## src/rtl/hv_sram_arbiter_if.sv

```systemverilog
// Handshake bundle for hv_sram_arbiter: requester request/response channels plus the shared SRAM port.
// slave is the arbiter side; master is the requesters together with the SRAM.
interface hv_sram_arbiter_if #(
  parameter int unsigned NUM_REQ    = 3,
  parameter int unsigned ADDR_WIDTH = 6,
  parameter int unsigned DATA_WIDTH = 32
);
  logic [NUM_REQ-1:0]            ReqValid_SI;
  logic [NUM_REQ*ADDR_WIDTH-1:0] ReqAddr_DI;
  logic [NUM_REQ-1:0]            ReqReady_SO;
  logic [NUM_REQ-1:0]            RspValid_SO;
  logic [DATA_WIDTH-1:0]         RspData_DO;
  logic [NUM_REQ-1:0]            RspReady_SI;
  logic                          SramValid_SO;
  logic [ADDR_WIDTH-1:0]         SramAddr_DO;
  logic                          SramReady_SI;
  logic                          SramRspValid_SI;
  logic [DATA_WIDTH-1:0]         SramRspData_DI;
  logic                          Busy_SO;

  modport slave (
    input  ReqValid_SI, ReqAddr_DI, RspReady_SI, SramReady_SI, SramRspValid_SI, SramRspData_DI,
    output ReqReady_SO, RspValid_SO, RspData_DO, SramValid_SO, SramAddr_DO, Busy_SO
  );

  modport master (
    output ReqValid_SI, ReqAddr_DI, RspReady_SI, SramReady_SI, SramRspValid_SI, SramRspData_DI,
    input  ReqReady_SO, RspValid_SO, RspData_DO, SramValid_SO, SramAddr_DO, Busy_SO
  );
endinterface

```

## src/rtl/hv_sram_arbiter.sv

```systemverilog
// Arbitrates NUM_REQ modality readers onto one shared SRAM read port, one transaction at a time.
// Define HV_ARB_RR_EN for round-robin arbitration; otherwise the lowest requester index wins.
module hv_sram_arbiter #(
  parameter int unsigned NUM_REQ    = 3,
  parameter int unsigned ADDR_WIDTH = 6,
  parameter int unsigned DATA_WIDTH = 32
) (
  input logic              Clk_CI,
  input logic              Reset_RI,
  hv_sram_arbiter_if.slave bus
);
  localparam int unsigned GrantWidth = (NUM_REQ > 1) ? $clog2(NUM_REQ) : 1;

  typedef enum logic [1:0] {StIdle, StIssue, StWait, StDeliver} state_e;

  state_e                  state_q;
  logic [ADDR_WIDTH-1:0]   addr_q;
  logic [DATA_WIDTH-1:0]   data_q;
  logic [GrantWidth-1:0]   grant_q;
  logic                    sram_valid_q;
  logic [NUM_REQ-1:0]      rsp_valid_q;
  logic                    grant_valid;
  logic [GrantWidth-1:0]   grant_idx;
  logic [NUM_REQ-1:0]      req_ready;

`ifdef HV_ARB_RR_EN
  logic [GrantWidth-1:0]   ptr_q;

  // First valid requester at or after the pointer, wrapping around.
  always_comb begin
    grant_valid = 1'b0;
    grant_idx   = '0;
    for (int unsigned k = 0; k < NUM_REQ; k++) begin
      logic [GrantWidth-1:0] idx;
      idx = GrantWidth'((32'(ptr_q) + k) % NUM_REQ);
      if (!grant_valid && bus.ReqValid_SI[idx]) begin
        grant_valid = 1'b1;
        grant_idx   = idx;
      end
    end
  end
`else
  always_comb begin
    grant_valid = 1'b0;
    grant_idx   = '0;
    for (int i = NUM_REQ - 1; i >= 0; i--) begin
      if (bus.ReqValid_SI[i]) begin
        grant_valid = 1'b1;
        grant_idx   = GrantWidth'(i);
      end
    end
  end
`endif

  // Acceptance is combinational so a waiting requester is released in its grant cycle.
  always_comb begin
    req_ready = '0;
    if (Reset_RI && (state_q == StIdle) && grant_valid) begin
      req_ready[grant_idx] = 1'b1;
    end
  end

  always_ff @(posedge Clk_CI or negedge Reset_RI) begin
    if (!Reset_RI) begin
      state_q      <= StIdle;
      addr_q       <= '0;
      data_q       <= '0;
      grant_q      <= '0;
      sram_valid_q <= 1'b0;
      rsp_valid_q  <= '0;
`ifdef HV_ARB_RR_EN
      ptr_q        <= '0;
`endif
    end else begin
      unique case (state_q)
        StIdle: begin
          if (grant_valid) begin
            addr_q       <= bus.ReqAddr_DI[32'(grant_idx) * ADDR_WIDTH +: ADDR_WIDTH];
            grant_q      <= grant_idx;
            sram_valid_q <= 1'b1;
            state_q      <= StIssue;
`ifdef HV_ARB_RR_EN
            ptr_q        <= (32'(grant_idx) == NUM_REQ - 1) ? '0 : grant_idx + 1'b1;
`endif
          end
        end
        StIssue: begin
          if (bus.SramReady_SI) begin
            sram_valid_q <= 1'b0;
            state_q      <= StWait;
          end
        end
        StWait: begin
          if (bus.SramRspValid_SI) begin
            data_q      <= bus.SramRspData_DI;
            rsp_valid_q <= NUM_REQ'(1) << grant_q;
            state_q     <= StDeliver;
          end
        end
        StDeliver: begin
          if (bus.RspReady_SI[grant_q]) begin
            rsp_valid_q <= '0;
            state_q     <= StIdle;
          end
        end
        default: state_q <= StIdle;
      endcase
    end
  end

  assign bus.ReqReady_SO  = req_ready;
  assign bus.RspValid_SO  = rsp_valid_q;
  assign bus.RspData_DO   = data_q;
  assign bus.SramValid_SO = sram_valid_q;
  assign bus.SramAddr_DO  = addr_q;
  assign bus.Busy_SO      = (state_q != StIdle);
endmodule

```

## src/flat_wrapper.sv

```systemverilog
// flat-port wrapper written by rule: the top's interface ports become plain ports
module hv_sram_arbiter_flat 
#(
  parameter int unsigned NUM_REQ    = 3,
  parameter int unsigned ADDR_WIDTH = 6,
  parameter int unsigned DATA_WIDTH = 32
)
  (Clk_CI, Reset_RI, bus_ReqValid_SI, bus_ReqAddr_DI, bus_RspReady_SI, bus_SramReady_SI, bus_SramRspValid_SI, bus_SramRspData_DI, bus_ReqReady_SO, bus_RspValid_SO, bus_RspData_DO, bus_SramValid_SO, bus_SramAddr_DO, bus_Busy_SO);
  hv_sram_arbiter_if #(.NUM_REQ(NUM_REQ), .ADDR_WIDTH(ADDR_WIDTH), .DATA_WIDTH(DATA_WIDTH)) bus_i ();
  input logic Clk_CI;
  input logic Reset_RI;
  input wire logic [$bits(bus_i.ReqValid_SI)-1:0] bus_ReqValid_SI;
  input wire logic [$bits(bus_i.ReqAddr_DI)-1:0] bus_ReqAddr_DI;
  input wire logic [$bits(bus_i.RspReady_SI)-1:0] bus_RspReady_SI;
  input wire logic [$bits(bus_i.SramReady_SI)-1:0] bus_SramReady_SI;
  input wire logic [$bits(bus_i.SramRspValid_SI)-1:0] bus_SramRspValid_SI;
  input wire logic [$bits(bus_i.SramRspData_DI)-1:0] bus_SramRspData_DI;
  output wire logic [$bits(bus_i.ReqReady_SO)-1:0] bus_ReqReady_SO;
  output wire logic [$bits(bus_i.RspValid_SO)-1:0] bus_RspValid_SO;
  output wire logic [$bits(bus_i.RspData_DO)-1:0] bus_RspData_DO;
  output wire logic [$bits(bus_i.SramValid_SO)-1:0] bus_SramValid_SO;
  output wire logic [$bits(bus_i.SramAddr_DO)-1:0] bus_SramAddr_DO;
  output wire logic [$bits(bus_i.Busy_SO)-1:0] bus_Busy_SO;
  assign bus_i.ReqValid_SI = bus_ReqValid_SI;
  assign bus_i.ReqAddr_DI = bus_ReqAddr_DI;
  assign bus_i.RspReady_SI = bus_RspReady_SI;
  assign bus_i.SramReady_SI = bus_SramReady_SI;
  assign bus_i.SramRspValid_SI = bus_SramRspValid_SI;
  assign bus_i.SramRspData_DI = bus_SramRspData_DI;
  assign bus_ReqReady_SO = bus_i.ReqReady_SO;
  assign bus_RspValid_SO = bus_i.RspValid_SO;
  assign bus_RspData_DO = bus_i.RspData_DO;
  assign bus_SramValid_SO = bus_i.SramValid_SO;
  assign bus_SramAddr_DO = bus_i.SramAddr_DO;
  assign bus_Busy_SO = bus_i.Busy_SO;
  hv_sram_arbiter #(.NUM_REQ(NUM_REQ), .ADDR_WIDTH(ADDR_WIDTH), .DATA_WIDTH(DATA_WIDTH)) u_core (.Clk_CI(Clk_CI), .Reset_RI(Reset_RI), .bus(bus_i));
endmodule
```

## config.mk

```make
export PLATFORM = sky130hd
export DESIGN_NAME = hv_sram_arbiter_flat
export DESIGN_NICKNAME = d
export VERILOG_FILES = /design/src/rtl/hv_sram_arbiter_if.sv /design/src/rtl/hv_sram_arbiter.sv /design/src/flat_wrapper.sv
export SDC_FILE = /design/constraint.sdc
export NUM_CORES = 1
export LEC_CHECK = 0
export BUFFER_PORTS_ARGS = -buffer_cell sky130_fd_sc_hd__buf_2
export CORE_ASPECT_RATIO = 0.8
export CORE_UTILIZATION = 45
export CTS_BUF_LIST = sky130_fd_sc_hd__clkbuf_8 sky130_fd_sc_hd__clkbuf_16
export DETAILED_ROUTE_END_ITERATION = 7
export PLACE_DENSITY_LB_ADDON = 0.3
export SETUP_SLACK_MARGIN = 0.2
export SLEW_MARGIN = 20
export SYNTH_ARGS = -nofsm -noshare
export SYNTH_HDL_FRONTEND = slang
export SYNTH_SLANG_ARGS = --single-unit
```

## constraint.sdc

```tcl
create_clock -name Clk_CI -period 1.8 [get_ports Clk_CI]
set_input_delay 0.27 -clock Clk_CI [delete_from_list [all_inputs] [get_ports Clk_CI]]
set_output_delay 0.27 -clock Clk_CI [all_outputs]
set_load 0.01 [all_outputs]
```

==> flow_summary.toml <==
[worst_setup_path]
cp_max_fo = 4
slowest_delay_ps = 410
critPathBufInv = 2
worstPathRequired_ps = 1980
cp-start-kind = "register"
reg2reg_depth = 6
crit_type = "reg2reg"
cp_slowest_cell = "dfrtp_1"
path_cells = "inv_2, buf_4, ha_1, nand2b_1, nand4_2, mux2_4"
cp.depth = 6
critical_path_arrival_ps = 1760
endpoint_kind = "register"
cp_top_family = "flip-flops"

[sta]
final-setup-viol-count = 0
post-route-period-util_pct = 87.8
relSlewSlack_pct = 63.5
finalCriticalPeriod_ps = 1580
rsz0062_at_grt = "true"
hold_viol = 0
slew_viol_final = 0
finClkSkew_ps = 3.71
tns_ps = 0
fmax_ghz = 0.633
worst_pin_slew_ps = 547

[route]
wl_mm = 4.57
num_vias = 1677
drt-initial-drc-count = 83
first_pass_iters = 4
drtAntennaViolNets = 0
avgViaCountPerCell = 5.04
drc = 0
wl_per_cell_um = 13.7

[floorplanning]
coreArea_sq_mm = 0.00428
die-width_um = 77.5
design.die.area_sq_mm = 0.00484
die_y_um = 62.4
ios = 106
start_util_pct = 48.0
rows = 21

[yosys]
yosys_warnings = 0
synthTopCellsByArea = "dfrtp_1 (56%), mux2_2 (19%), ha_1 (3.0%)"
syn-num-nets = 224
ys_types = 34
synth-xor-area-share_pct = 0
synthMuxAreaShare_pct = 22.0
synth.top_cell.area_share_pct = 56.0
yosys.area.top_type = "dfrtp_1"
seq_area_frac_synth_pct = 56.0
ys_seq_elements = 46
synth_compound_area_share_pct = 8.71
syn_inst = 159
synth_top_family_by_area = "multiplexers"
synthAdderAreaFrac_pct = 3.05
synth_area_per_cell_sq_um = 12.9
syn_area_sq_mm = 0.00205
synth-simple-area-share_pct = 7.73

[cts]
ctsLongestPathBuffers = 2
cts-root-buf = "clkbuf_8"
cts_buffers = 5
htreeDepth = 2
clkSlewWorstSetupHoldPaths_ps = 90
cts.sinks = 46
cts-hold-fix-buffers = 0
cts_tree = "done"
worstSkewPairLatency_ps = 290

[pwr]
p_leak_nw = 1.46
pwr-share-clk_pct = 14.1
ir_worst_vdd_uv = 799
swShare_pct = 34.9
power_density_mw_per_mm2 = 1640
switching_power_mw = 1.62
intPower_mw = 3.02
combPwrFrac_pct = 46.7
finalPower_mw = 4.64
seqPwrFrac_pct = 39.3

[place]
gp_congestion = 0.855
placed_area_sq_mm = 0.00266
hpwl_mm = 3.47
placed_cells = 318
portBuffers = 105

[run_status]
status = "completed"

[global_routing]
overflow = 0
grt_pass1_wl_mm = 7.51
grt_max_degree = 47
grt_pass1_vias = 1557
antenna_found_initial = 0
track_usage_pct = 20.0

[finish]
final_cells = 333
n_antenna_cell = 0
final_util_pct = 66.1
design_area_sq_mm = 0.00283
fin_nets = 340
drive_gt1_share_pct = 60.9
syn_to_final_growth_pct = 37.8

[hold_path]
hp-class = "in2async"

[flow_run]
max_cap_violations = 0
[per-layer routing]
layer / routed length, um / part of all wire (%) / track usage, % / vias to the layer above
met5: 0 / 0 / 0 / -
met4: 36 / 0.79 / 4.48 / 0
met3: 253 / 5.5 / 5.99 / 5
met2: 2250 / 49 / 31.1 / 53
met1: 2030 / 44 / 27.7 / 821
li1: - / - / - / 798
[cell usage after synthesis]
master / count
mux2_2: 34
nand2_1: 12
nand3_1: 2
a21o_1: 2
o21ai_0: 8
inv_1: 6
a21boi_0: 1
mux2_4: 1
o22ai_1: 1
mux2_1: 4
nor4_1: 2
nand4_2: 1
o21ai_1: 1
a21oi_1: 1
nand2_2: 1
a41oi_1: 1
o21ba_2: 1
ha_1: 5
a22oi_1: 7
nand3b_1: 1
dfrtp_1: 46
nor2b_1: 2
and3_1: 1
o211ai_2: 1
nand4_1: 1
clkbuf_1: 2
or3_1: 1
nor2_1: 3
mux2i_1: 1
nand2b_1: 2
o2bb2ai_1: 1
and4b_1: 1
buf_2: 4
o21bai_1: 1
[through the flow]
stage	hold WS (ps)	worst slack, ps
6_report	133	219
5_1_grt	174	175
4_1_cts	131	205
3_5_place_dp	461	223
3_3_place_gp	455	264
2_1_floorplan	-25.6	237
[worst paths after layout]
kind | from | to | slack (ps)
max | u_core.state_q[1] | u_core.state_q[1] | 220
min | Reset_RI | u_core.bus.RspValid_SO[2] | 130
max reg2reg | u_core.state_q[1] | u_core.state_q[1] | 220
min reg2reg | u_core.bus.RspValid_SO[0] | u_core.bus.RspValid_SO[0] | 490
max in group asynchronous | Reset_RI | u_core.bus.RspValid_SO[1] | 1300
min in group Clk_CI | bus_SramRspData_DI[23] | u_core.bus.RspData_DO[23] | 190
[placed cells by master (no fill, tap or decap), types with 2 or more instances in the layout]
cell,synthesis,layout
a21o_1,2,2
a22oi_1,7,7
buf_2,4,105
buf_4,0,9
clkbuf_8,0,6
dfrtp_1,46,46
ha_1,5,4
inv_1,6,4
inv_2,0,3
mux2_1,4,4
mux2_2,34,34
nand2_1,12,12
nand2b_1,2,2
nand3_2,0,2
nor2_1,3,2
nor2b_1,2,2
nor4_1,2,2
o21ai_0,8,8
[registers in the layout, indices dropped and copies added, names as in the netlist]
signal and count:
u_core.bus.RspValid_SO 3, u_core.grant_q 2, u_core.bus.SramAddr_DO 6, u_core.bus.RspData_DO 32, u_core.state_q 2, u_core.bus.SramValid_SO 1
[power by group through the flow]
| stage | clock network, mW | logic (mW) | registers (mW) |
|---|---|---|---|
| 2_1_floorplan | 0 | 1.00 | 2.04 |
| 3_3_place_gp | 0 | 1.96 | 1.82 |
| 3_5_place_dp | 0 | 2.01 | 1.84 |
| 4_1_cts | 0.676 | 2.14 | 1.83 |
| 5_1_grt | 0.729 | 2.35 | 1.90 |
| 6_report | 0.652 | 2.16 | 1.82 |
[cells by family (layout without fill, tap and decap cells)]
kind of cell / after synthesis / after routing
AOI/OAI and AO/OA: 26 / 26
adders and majority gates: 5 / 5
buffers and inverters: 12 / 129
DFF: 46 / 46
muxes: 40 / 40
and+or+nand+nor: 30 / 30
[cell type report]
type / count / area [sq um]
Clock buffer: 6 / 82.6
Clock inverter: 2 / 12.5
Fill cell: 354 / 1450
Inverter: 6 / 22.5
Multi-Input combinational cell: 101 / 878
Sequential cell: 46 / 1150
Tap cell: 57 / 71.3
Timing Repair Buffer: 115 / 613
[repair_timing]
| item | 4_1_cts | 5_1_grt |
|---|---|---|
| setup endpoints to repair | 4 | 4 |
| gates cloned | 0 | 0 |
| pin swaps | 1 | 2 |
| setup buffers | 5 | 2 |
| endpoints found under the hold margin | 0 | 0 |
| gates resized for setup | 4 | 4 |
No activity file was read; power rests on OpenSTA's default activity.
